## src/rtl/lc3_mmio_ctl.sv

```systemverilog
// LC-3 memory-access controller: steers MAR accesses to RAM or to the on-chip
// keyboard/display/machine-control registers and returns one ready strobe.
module lc3_mmio_ctl #(
   parameter logic [6:0] DEV_BASE = 7'h7F
) (
   input  logic        clk,
   input  logic        reset,
   input  logic        MIO_EN,
   input  logic        RW,
   input  logic [15:0] MAR,
   input  logic [15:0] MDR,
   input  logic [15:0] mem_rdata,
   input  logic        mem_R,
   output logic        MEM_EN,
   output logic [15:0] rdata,
   output logic        R,
   input  logic        kb_valid,
   input  logic [7:0]  kb_data,
   output logic        disp_valid,
   output logic [7:0]  disp_data,
   input  logic        disp_ready,
   output logic        kb_irq,
   output logic        disp_irq,
   output logic        run
);

   typedef enum logic [1:0] {IDLE, DEV_ACK, MEM_WAIT, DONE} state_t;

   state_t      state_q, state_d;
   logic        rw_q, rw_d;
   logic [15:0] rdata_q, rdata_d;
   logic        kb_rdy_q, kb_rdy_d, kb_ie_q, kb_ie_d, kb_ovr_q, kb_ovr_d;
   logic [7:0]  kbdr_q, kbdr_d;
   logic        dsr_rdy_q, dsr_rdy_d, dsr_ie_q, dsr_ie_d;
   logic        disp_valid_q, disp_valid_d;
   logic [7:0]  disp_data_q, disp_data_d;
   logic [15:0] mcr_q, mcr_d;

   logic        is_dev, accept, dev_rd, dev_wr, kbdr_rd;
   logic        sel_kbsr, sel_kbdr, sel_dsr, sel_ddr, sel_mcr;
   logic [15:0] dev_rdata;

   assign is_dev   = (MAR[15:9] == DEV_BASE);
   assign accept   = (state_q == IDLE) && MIO_EN;
   assign dev_rd   = accept && is_dev && !RW;
   assign dev_wr   = accept && is_dev && RW;
   assign sel_kbsr = (MAR[8:0] == 9'h000);
   assign sel_kbdr = (MAR[8:0] == 9'h002);
   assign sel_dsr  = (MAR[8:0] == 9'h004);
   assign sel_ddr  = (MAR[8:0] == 9'h006);
   assign sel_mcr  = (MAR[8:0] == 9'h1FE);
   assign kbdr_rd  = dev_rd && sel_kbdr;

   always_comb begin
      dev_rdata = 16'h0000;
      if (sel_kbsr)      dev_rdata = {kb_rdy_q, kb_ie_q, kb_ovr_q, 13'h0000};
      else if (sel_kbdr) dev_rdata = {8'h00, kbdr_q};
      else if (sel_dsr)  dev_rdata = {dsr_rdy_q, dsr_ie_q, 14'h0000};
      else if (sel_ddr)  dev_rdata = {8'h00, disp_data_q};
      else if (sel_mcr)  dev_rdata = mcr_q;
   end

   always_comb begin
      state_d      = state_q;
      rw_d         = rw_q;
      rdata_d      = rdata_q;
      kb_rdy_d     = kb_rdy_q;
      kb_ie_d      = kb_ie_q;
      kb_ovr_d     = kb_ovr_q;
      kbdr_d       = kbdr_q;
      dsr_rdy_d    = dsr_rdy_q;
      dsr_ie_d     = dsr_ie_q;
      disp_valid_d = disp_valid_q;
      disp_data_d  = disp_data_q;
      mcr_d        = mcr_q;

      unique case (state_q)
         IDLE:     if (MIO_EN) begin
                      state_d = is_dev ? DEV_ACK : MEM_WAIT;
                      rw_d    = RW;
                   end
         DEV_ACK:  state_d = DONE;
         MEM_WAIT: if (mem_R) state_d = DONE;
         DONE:     if (!MIO_EN) state_d = IDLE;
         default:  state_d = IDLE;
      endcase

      if (dev_rd)
         rdata_d = dev_rdata;
      else if ((state_q == MEM_WAIT) && mem_R && !rw_q)
         rdata_d = mem_rdata;

      // Keyboard: a KBDR read on the same edge frees the buffer, so the new
      // character is taken rather than counted as an overrun.
      if (kbdr_rd) kb_rdy_d = 1'b0;
      if (dev_wr && sel_kbsr) begin
         kb_ie_d  = MDR[14];
         kb_ovr_d = 1'b0;
      end
      if (kb_valid) begin
         if (!kb_rdy_q || kbdr_rd) begin
            kbdr_d   = kb_data;
            kb_rdy_d = 1'b1;
         end else begin
            kb_ovr_d = 1'b1;
         end
      end

      if (dev_wr && sel_dsr) dsr_ie_d = MDR[14];
      if (dev_wr && sel_ddr && dsr_rdy_q) begin
         disp_data_d  = MDR[7:0];
         dsr_rdy_d    = 1'b0;
         disp_valid_d = 1'b1;
      end else if (disp_valid_q && disp_ready) begin
         disp_valid_d = 1'b0;
         dsr_rdy_d    = 1'b1;
      end

      if (dev_wr && sel_mcr) mcr_d = MDR;
   end

   always_ff @(posedge clk) begin
      if (reset) begin
         state_q      <= IDLE;
         rw_q         <= 1'b0;
         rdata_q      <= 16'h0000;
         kb_rdy_q     <= 1'b0;
         kb_ie_q      <= 1'b0;
         kb_ovr_q     <= 1'b0;
         kbdr_q       <= 8'h00;
         dsr_rdy_q    <= 1'b1;
         dsr_ie_q     <= 1'b0;
         disp_valid_q <= 1'b0;
         disp_data_q  <= 8'h00;
         mcr_q        <= 16'h8000;
      end else begin
         state_q      <= state_d;
         rw_q         <= rw_d;
         rdata_q      <= rdata_d;
         kb_rdy_q     <= kb_rdy_d;
         kb_ie_q      <= kb_ie_d;
         kb_ovr_q     <= kb_ovr_d;
         kbdr_q       <= kbdr_d;
         dsr_rdy_q    <= dsr_rdy_d;
         dsr_ie_q     <= dsr_ie_d;
         disp_valid_q <= disp_valid_d;
         disp_data_q  <= disp_data_d;
         mcr_q        <= mcr_d;
      end
   end

   // Strobes are gated by reset so an aborted access never reports completion.
   assign R          = !reset && ((state_q == DEV_ACK) || ((state_q == MEM_WAIT) && mem_R));
   assign MEM_EN     = !reset && MIO_EN &&
                       (((state_q == IDLE) && !is_dev) || (state_q == MEM_WAIT));
   assign rdata      = rdata_q;
   assign disp_valid = disp_valid_q;
   assign disp_data  = disp_data_q;
   assign kb_irq     = kb_rdy_q && kb_ie_q;
   assign disp_irq   = dsr_rdy_q && dsr_ie_q;
   assign run        = mcr_q[15];

endmodule

```

## config.mk

```make
export PLATFORM = sky130hd
export DESIGN_NAME = lc3_mmio_ctl
export DESIGN_NICKNAME = d
export VERILOG_FILES = /design/src/rtl/lc3_mmio_ctl.sv
export SDC_FILE = /design/constraint.sdc
export NUM_CORES = 1
export LEC_CHECK = 0
export CORE_ASPECT_RATIO = 1.1
export CORE_MARGIN = 4
export CORE_UTILIZATION = 35
export DETAILED_ROUTE_END_ITERATION = 16
export PLACE_DENSITY = 0.75
export SLEW_MARGIN = 20
export SYNTH_ARGS = -nofsm -noshare
export SYNTH_HDL_FRONTEND = slang
export SYNTH_SLANG_ARGS = --single-unit
export TNS_END_PERCENT = 20
```

## constraint.sdc

```tcl
create_clock -name clk -period 2.2 [get_ports clk]
set_input_delay 0.66 -clock clk [delete_from_list [all_inputs] [get_ports clk]]
set_output_delay 0.66 -clock clk [all_outputs]
set_load 0.05 [all_outputs]
```

==> results of run 1 <==
==> layer usage <==
layer / GRT usage [%] / routed length [um]
met4: 5.61 / 141
met3: 5.92 / 814
met1: 21.7 / 3770
met2: 31.0 / 4540
met5: 0 / 0
==> power by group <==
group	internal, mW	switching (mW)	total (mW)
combinational	0.538	0.631	1.17
clock	0.534	0.407	0.941
sequential	1.12	0.0529	1.17
total	2.19	1.09	3.28
==> sequential cells by signal, indices dropped and copies added, names as in the netlist <==
| signal | flops |
|---|---|
| mcr_q | 16 |
| kb_rdy_q | 1 |
| kb_ie_q | 1 |
| disp_valid | 1 |
| rdata | 16 |
| rw_q | 1 |
| state_q | 2 |
| kbdr_q | 8 |
| kb_ovr_q | 1 |
| dsr_ie_q | 1 |
| disp_data | 8 |
| dsr_rdy_q | 1 |
==> cell families after synthesis <==
| family | after synthesis |
|---|---|
| muxes | 27 |
| adders and majority gates | 5 |
| and+or+nand+nor | 116 |
| DFF | 57 |
| buffers and inverters | 47 |
| AOI/OAI and AO/OA | 103 |
==> timing repair <==
item	4_1_cts	5_1_grt
setup endpoints to repair	10	29
gates resized for setup	46	9
setup buffers	4	0
pin swaps	13	4
hold endpoints to repair	0	0
==> cell usage in the layout (no fill, tap or decap), types with 5 or more instances in the layout <==
cell             instances
a21oi_1                 37
a221oi_2                 8
buf_12                   5
buf_2                    8
buf_4                   58
clkbuf_8                10
clkdlybuf4s50_1         62
dfxtp_1                 57
inv_1                   21
mux2_2                   7
mux2i_1                 20
nand2_1                 11
nand2b_1                18
nand3_1                 34
nor3_1                   8
nor4_1                   8
o211ai_1                 9
o21ai_0                 26
o21ai_1                 10
==> critical path: stages <==
cell	delay [ps]
clkdlybuf4s50_1	500
a21oi_1	90
nor2_2	130
buf_12	150
==> layout make-up <==
cell class                      count  area (um2)  share of cell area, %
Clock inverter                      4        45.0                  0.973
Multi-Input combinational cell    251        1780                   38.5
Clock buffer                       10         138                   2.97
Tap cell                          111         139                   3.00
Timing Repair Buffer              143        1300                   28.2
Inverter                           22        82.6                   1.78
Sequential cell                    57        1140                   24.6
==> per-stage QoR <==
step	setup TNS (ps)	power [mW]	cell area, um2	hold WS [ps]
floorplan	-87.5	1.85	3030	447
global placement	-12610	2.25	4350	450
CTS	0	3.30	4600	465
detailed placement	-15020	2.29	4350	456
global route	-74.6	3.45	4630	491
finish	0	3.28	4630	463
==> worst max-delay path by stage <==
stage | startpoint | endpoint | cells after the start
4_1_cts | mem_R | R | 4
2_1_floorplan | reset | MEM_EN | 3
5_1_grt | mem_R | R | 4
3_5_place_dp | MAR[9] | MEM_EN | 6
3_3_place_gp | MAR[10] | MEM_EN | 6
6_report | mem_R | R | 4
==> results.sh, run 1 <==
export IMPL_synth_area_mux_share_pct=9.25
export IMPL_status="completed"
export IMPL_dieArea_um2=10200
export IMPL_ys_ff_latch=57
export IMPL_grt_pass1_vias=3090
export IMPL_synth_top_cell_by_area="dfxtp_1"
export IMPL_seq_area_frac_synth_pct=37.8
export IMPL_worstPathArrival_ps=1530
export IMPL_grt_max_degree=64
export IMPL_synth_cell_types=42
export IMPL_clk_latency_ps=340
export IMPL_drcViolationCount=0
export IMPL_synth_edf_count=0
export IMPL_rsz0062_at_grt="true"
export IMPL_required_ps=1540
export IMPL_drive_above_1_share_pct=25.7
export IMPL_fillers=800
export IMPL_power_density_nw_per_um2=709
export IMPL_io_pins=93
export IMPL_io_buffers=92
export IMPL_routedWlPerCell_um=15.5
export IMPL_utilization_pct=55.1
export IMPL_numCtsBuffers=9
export IMPL_postSynthAreaPerCell_um2=8.49
export IMPL_dpl_worst_slack_ps=-436
export IMPL_grt_pass1_wl_um=14600
export IMPL_dpl_hpwl_um=6990
export IMPL_rows=35
export IMPL_synth_common_cells="57 x dfxtp_1, 38 x a21oi_1, 35 x nand3_1, 26 x o21ai_0, 22 x inv_1"
export IMPL_fin_cells=598
export IMPL_peakVddDrop_v=0.000502
export IMPL_r2r_start="state_q[1]$_SDFFE_PP0P_"
export IMPL_core_area_um2=8410
export IMPL_worst_setup_path_start_kind="input pin"
export IMPL_hold_class="reg2reg"
export IMPL_min_delay_path_depth=2
export IMPL_cts_max_level=3
export IMPL_finalHoldViolations=0
export IMPL_cts_tree="built"
export IMPL_synth_most_common_cell="dfxtp_1"
export IMPL_hold_start="rdata[3]$_SDFFE_PP0P_"
export IMPL_path_clk_slew_ps=60
export IMPL_fin_crit_ps=2190
export IMPL_initial_core_util_pct=35.9
export IMPL_hold_buffers=0
export IMPL_firstDrtPassIters=4
export IMPL_clk_path_buf_depth=2
export IMPL_antenna_found_initial=0
export IMPL_yosysTopAreaCellShare_pct=37.8
export IMPL_synth_top_family_by_area="simple AND/OR/NAND/NOR gates"
export IMPL_clock_root_buffer="clkbuf_8"
export IMPL_critical_path_peak_fanout=3
export IMPL_routed_wl_um=9270
export IMPL_slew_viol_final=0
export IMPL_syn_instance_count=355
export IMPL_fp_dieW_um=96.5
export IMPL_synth_fa_ha_area_share_pct=2.07
export IMPL_criticalPathCategory="in2out"
export IMPL_grt_ovfl_total=0
export IMPL_n_antenna_cell=0
export IMPL_die_h_um=105
export IMPL_r2r_end="rdata[0]$_SDFFE_PP0P_"
export IMPL_worstSetupEndpointType="primary output"
export IMPL_synthSimpleGateAreaFrac_pct=23.1
export IMPL_cap_viol_max_count=0
export IMPL_hold_end="rdata[3]$_SDFFE_PP0P_"
export IMPL_worst_clock_skew_ps=8.39
export IMPL_grt_use_total_pct=18.3
export IMPL_gp_congestion=0.871
export IMPL_synthTopCellsByArea="dfxtp_1 38%, mux2i_1 6.6%, a21oi_1 6.3%"
export IMPL_cts_sink_count=57
export IMPL_syn_cell_area_um2=3020
export IMPL_ys_flop_type="dfxtp_1"
export IMPL_placed_cells=580
export IMPL_synth_compound_area_share_pct=21.5
export IMPL_area_growth_syn_to_layout_pct=53.5
export IMPL_drt_iter0_markers=215
export IMPL_regToRegSetupSlack_ps=270
export IMPL_async_flop_share_pct=0
export IMPL_tightest_slew_ps=636
export IMPL_fin_ws_ps=5.42
export IMPL_synth_xor_area_share_pct=0
export IMPL_fmax_mhz=456
export IMPL_rr_worst_depth=6
export IMPL_finalCritPeriodShare_pct=99.8
export IMPL_p_leak_nw=1.79
export IMPL_synth_nets=423
export IMPL_fin_nets=552
export IMPL_ant_nets=0
export IMPL_vias=3121
export IMPL_relSlewSlack_pct=57.6
export IMPL_avgViaCountPerCell=5.22
export IMPL_yosys_warnings=0
export IMPL_setup_viol=0
No activity file was read; power rests on OpenSTA's default activity.
==> run 2: changes to the inputs <==
--- a/config.mk
+++ b/config.mk
@@ -6,7 +6,7 @@
 export NUM_CORES = 1
 export LEC_CHECK = 0
 export CORE_ASPECT_RATIO = 1.1
-export CORE_MARGIN = 4
+export CORE_MARGIN = 2
 export CORE_UTILIZATION = 35
 export DETAILED_ROUTE_END_ITERATION = 16
 export PLACE_DENSITY = 0.75
==> run 2 against run 1 <==
Utilization is 1.4 points higher. First-iteration DRC count is 51% lower. Total power is 4.9% higher. Final area is 2.0% higher. Count of clock-buffer cells in the layout is 2 higher. Largest cell class unchanged.
==> results.sh, run 2 (synthesized netlist as in run 1, its figures left out) <==
export IMPL_avgViaCountPerCell=5.11
export IMPL_regToRegSetupSlack_ps=270
export IMPL_met1Wirelength_um=3930
export IMPL_dieArea_um2=9370
export IMPL_required_ps=2460
export IMPL_top_layer="met4"
export IMPL_r2r_start="state_q[1]$_SDFFE_PP0P_"
export IMPL_clk_path_buf_depth=2
export IMPL_worst_setup_path_start_kind="input pin"
export IMPL_drcViolationCount=0
export IMPL_relSlewSlack_pct=58.4
export IMPL_fin_ws_ps=34.8
export IMPL_io_buffers=92
export IMPL_grt_use_total_pct=19.3
export IMPL_slew_viol_final=0
export IMPL_grt_pass1_wl_um=14400
export IMPL_layout_common_cells="64 x clkdlybuf4s50_1, 60 x buf_4, 57 x dfxtp_1"
export IMPL_peakVddDrop_v=0.000597
export IMPL_rows=35
export IMPL_dpl_worst_slack_ps=-437
export IMPL_fillers=744
export IMPL_rr_worst_depth=7
export IMPL_fp_dieW_um=92.5
export IMPL_path_clk_slew_ps=70
export IMPL_cts_sink_count=57
export IMPL_antenna_found_initial=0
export IMPL_rsz0062_at_grt="true"
export IMPL_clock_root_buffer="clkbuf_8"
export IMPL_final_common_cell="clkdlybuf4s50_1"
export IMPL_hold_class="reg2reg"
export IMPL_hold_end="rdata[6]$_SDFFE_PP0P_"
export IMPL_finalCritPeriodShare_pct=98.4
export IMPL_die_h_um=101
export IMPL_worst_clock_skew_ps=5.11
export IMPL_firstDrtPassIters=4
export IMPL_dpl_instance_area_um2=4360
export IMPL_routed_wl_um=8850
export IMPL_area_growth_syn_to_layout_pct=56.6
export IMPL_vias=3071
export IMPL_finalHoldViolations=0
export IMPL_r2r_end="rdata[15]$_SDFFE_PP0P_"
export IMPL_critical_path_peak_fanout=5
export IMPL_tightest_slew_ps=624
export IMPL_p_leak_nw=1.80
export IMPL_ant_nets=0
export IMPL_cts_tree="built"
export IMPL_gp_congestion=0.911
export IMPL_fin_crit_ps=2170
export IMPL_clk_latency_ps=340
export IMPL_min_delay_path_depth=2
export IMPL_grt_max_degree=64
export IMPL_numCtsBuffers=9
export IMPL_fmax_mhz=462
export IMPL_grt_pass1_vias=3044
export IMPL_power_density_nw_per_um2=729
export IMPL_routedWlPerCell_um=14.7
export IMPL_criticalPathCategory="in2reg"
export IMPL_n_antenna_cell=0
export IMPL_cts_max_level=3
export IMPL_drt_iter0_markers=105
export IMPL_wl_met2_um=4220
export IMPL_final_cell_area_um2=4720
export IMPL_grt_ovfl_total=0
export IMPL_io_pins=93
export IMPL_worstSetupEndpointType="flip-flop"
export IMPL_dpl_hpwl_um=6560
export IMPL_setup_viol=0
export IMPL_initial_core_util_pct=36.1
export IMPL_hold_start="rdata[6]$_SDFFE_PP0P_"
export IMPL_fin_nets=553
export IMPL_wl_met3_um=608
export IMPL_drive_above_1_share_pct=26.5
export IMPL_core_area_um2=8360
export IMPL_worstPathArrival_ps=2430
export IMPL_status="completed"
export IMPL_cap_viol_max_count=0
==> run 2: cell types whose count changed in the layout (fill, tap and decap cells not counted), sizes merged <==
cell,change
clkbuf,+3
clkdlybuf4s50,+2
clkinv,-2
dlygate4sd2,-2
bufinv,+1
clkinvlp,+1
==> run 2: power breakdown <==
part           internal (mW)  leakage, nW  switching [mW]
combinational          0.536         1.23           0.630
sequential              1.12        0.463          0.0537
clock                  0.671        0.107           0.432
total                   2.33         1.80            1.12
==> run 2: how the worst max path moves through the flow <==
| stage | endpoint | start | depth (start not counted) | slack, ps |
|---|---|---|---|---|
| floorplan | MEM_EN | reset | 3 | -90 |
| global placement | rdata[15]$_SDFFE_PP0P_ | MAR[14] | 7 | -360 |
| detailed placement | MEM_EN | MAR[9] | 6 | -440 |
| CTS | MEM_EN | state_q[0]$_SDFFE_PP0P_ | 5 | -7 |
| global route | mcr_q[1]$_SDFFE_PP0P_ | MAR[3] | 7 | -30 |
| finish | rdata[3]$_SDFFE_PP0P_ | MAR[6] | 6 | 30 |
==> run 2: area by class of cell <==
| type | count | area (um2) | share of cell area (%) |
|---|---|---|---|
| sequential | 57 | 1140 | 24.2 |
| clock inverter | 4 | 76.3 | 1.62 |
| multi-input combinational | 251 | 1820 | 38.6 |
| tap | 111 | 139 | 2.94 |
| timing repair buffer | 144 | 1320 | 27.8 |
| clock buffer | 12 | 145 | 3.07 |
| inverter | 22 | 82.6 | 1.75 |
==> run 2: repair_timing <==
item | in CTS | in global routing
buffers inserted | 2 | 0
hold buffers | 0 | 0
gates resized for setup | 39 | 24
cloned | 0 | 1
setup endpoints to repair | 14 | 32
pin swaps | 6 | 7
==> run 2: critical path, stage by stage <==
cell             delay (ps)
clkdlybuf4s50_1         430
or4_4                   550
clkbuf_16               180
nor3_1                  230
o211ai_1                140
a221oi_2                220
==> run 2: per-stage QoR <==
stage / std cells / TNS (ps) / utilization [%] / power, mW / hold WS (ps)
detailed placement: 582 / -14530 / 52.1 / 2.28 / 454
global placement: 582 / -13040 / 52.1 / 2.24 / 451
finish: 601 / 0 / 56.5 / 3.44 / 464
CTS: 600 / -9.41 / 55.0 / 3.42 / 463
floorplan: 355 / -87.5 / - / 1.85 / 447
global route: 601 / -137 / 56.5 / 3.59 / 474
==> run 2: metal layers <==
layer	vias up	global-route usage, %
li1	1561	-
met1	1409	24.2
met2	93	32.8
met3	8	6.18
met4	0	4.36
met5	-	0
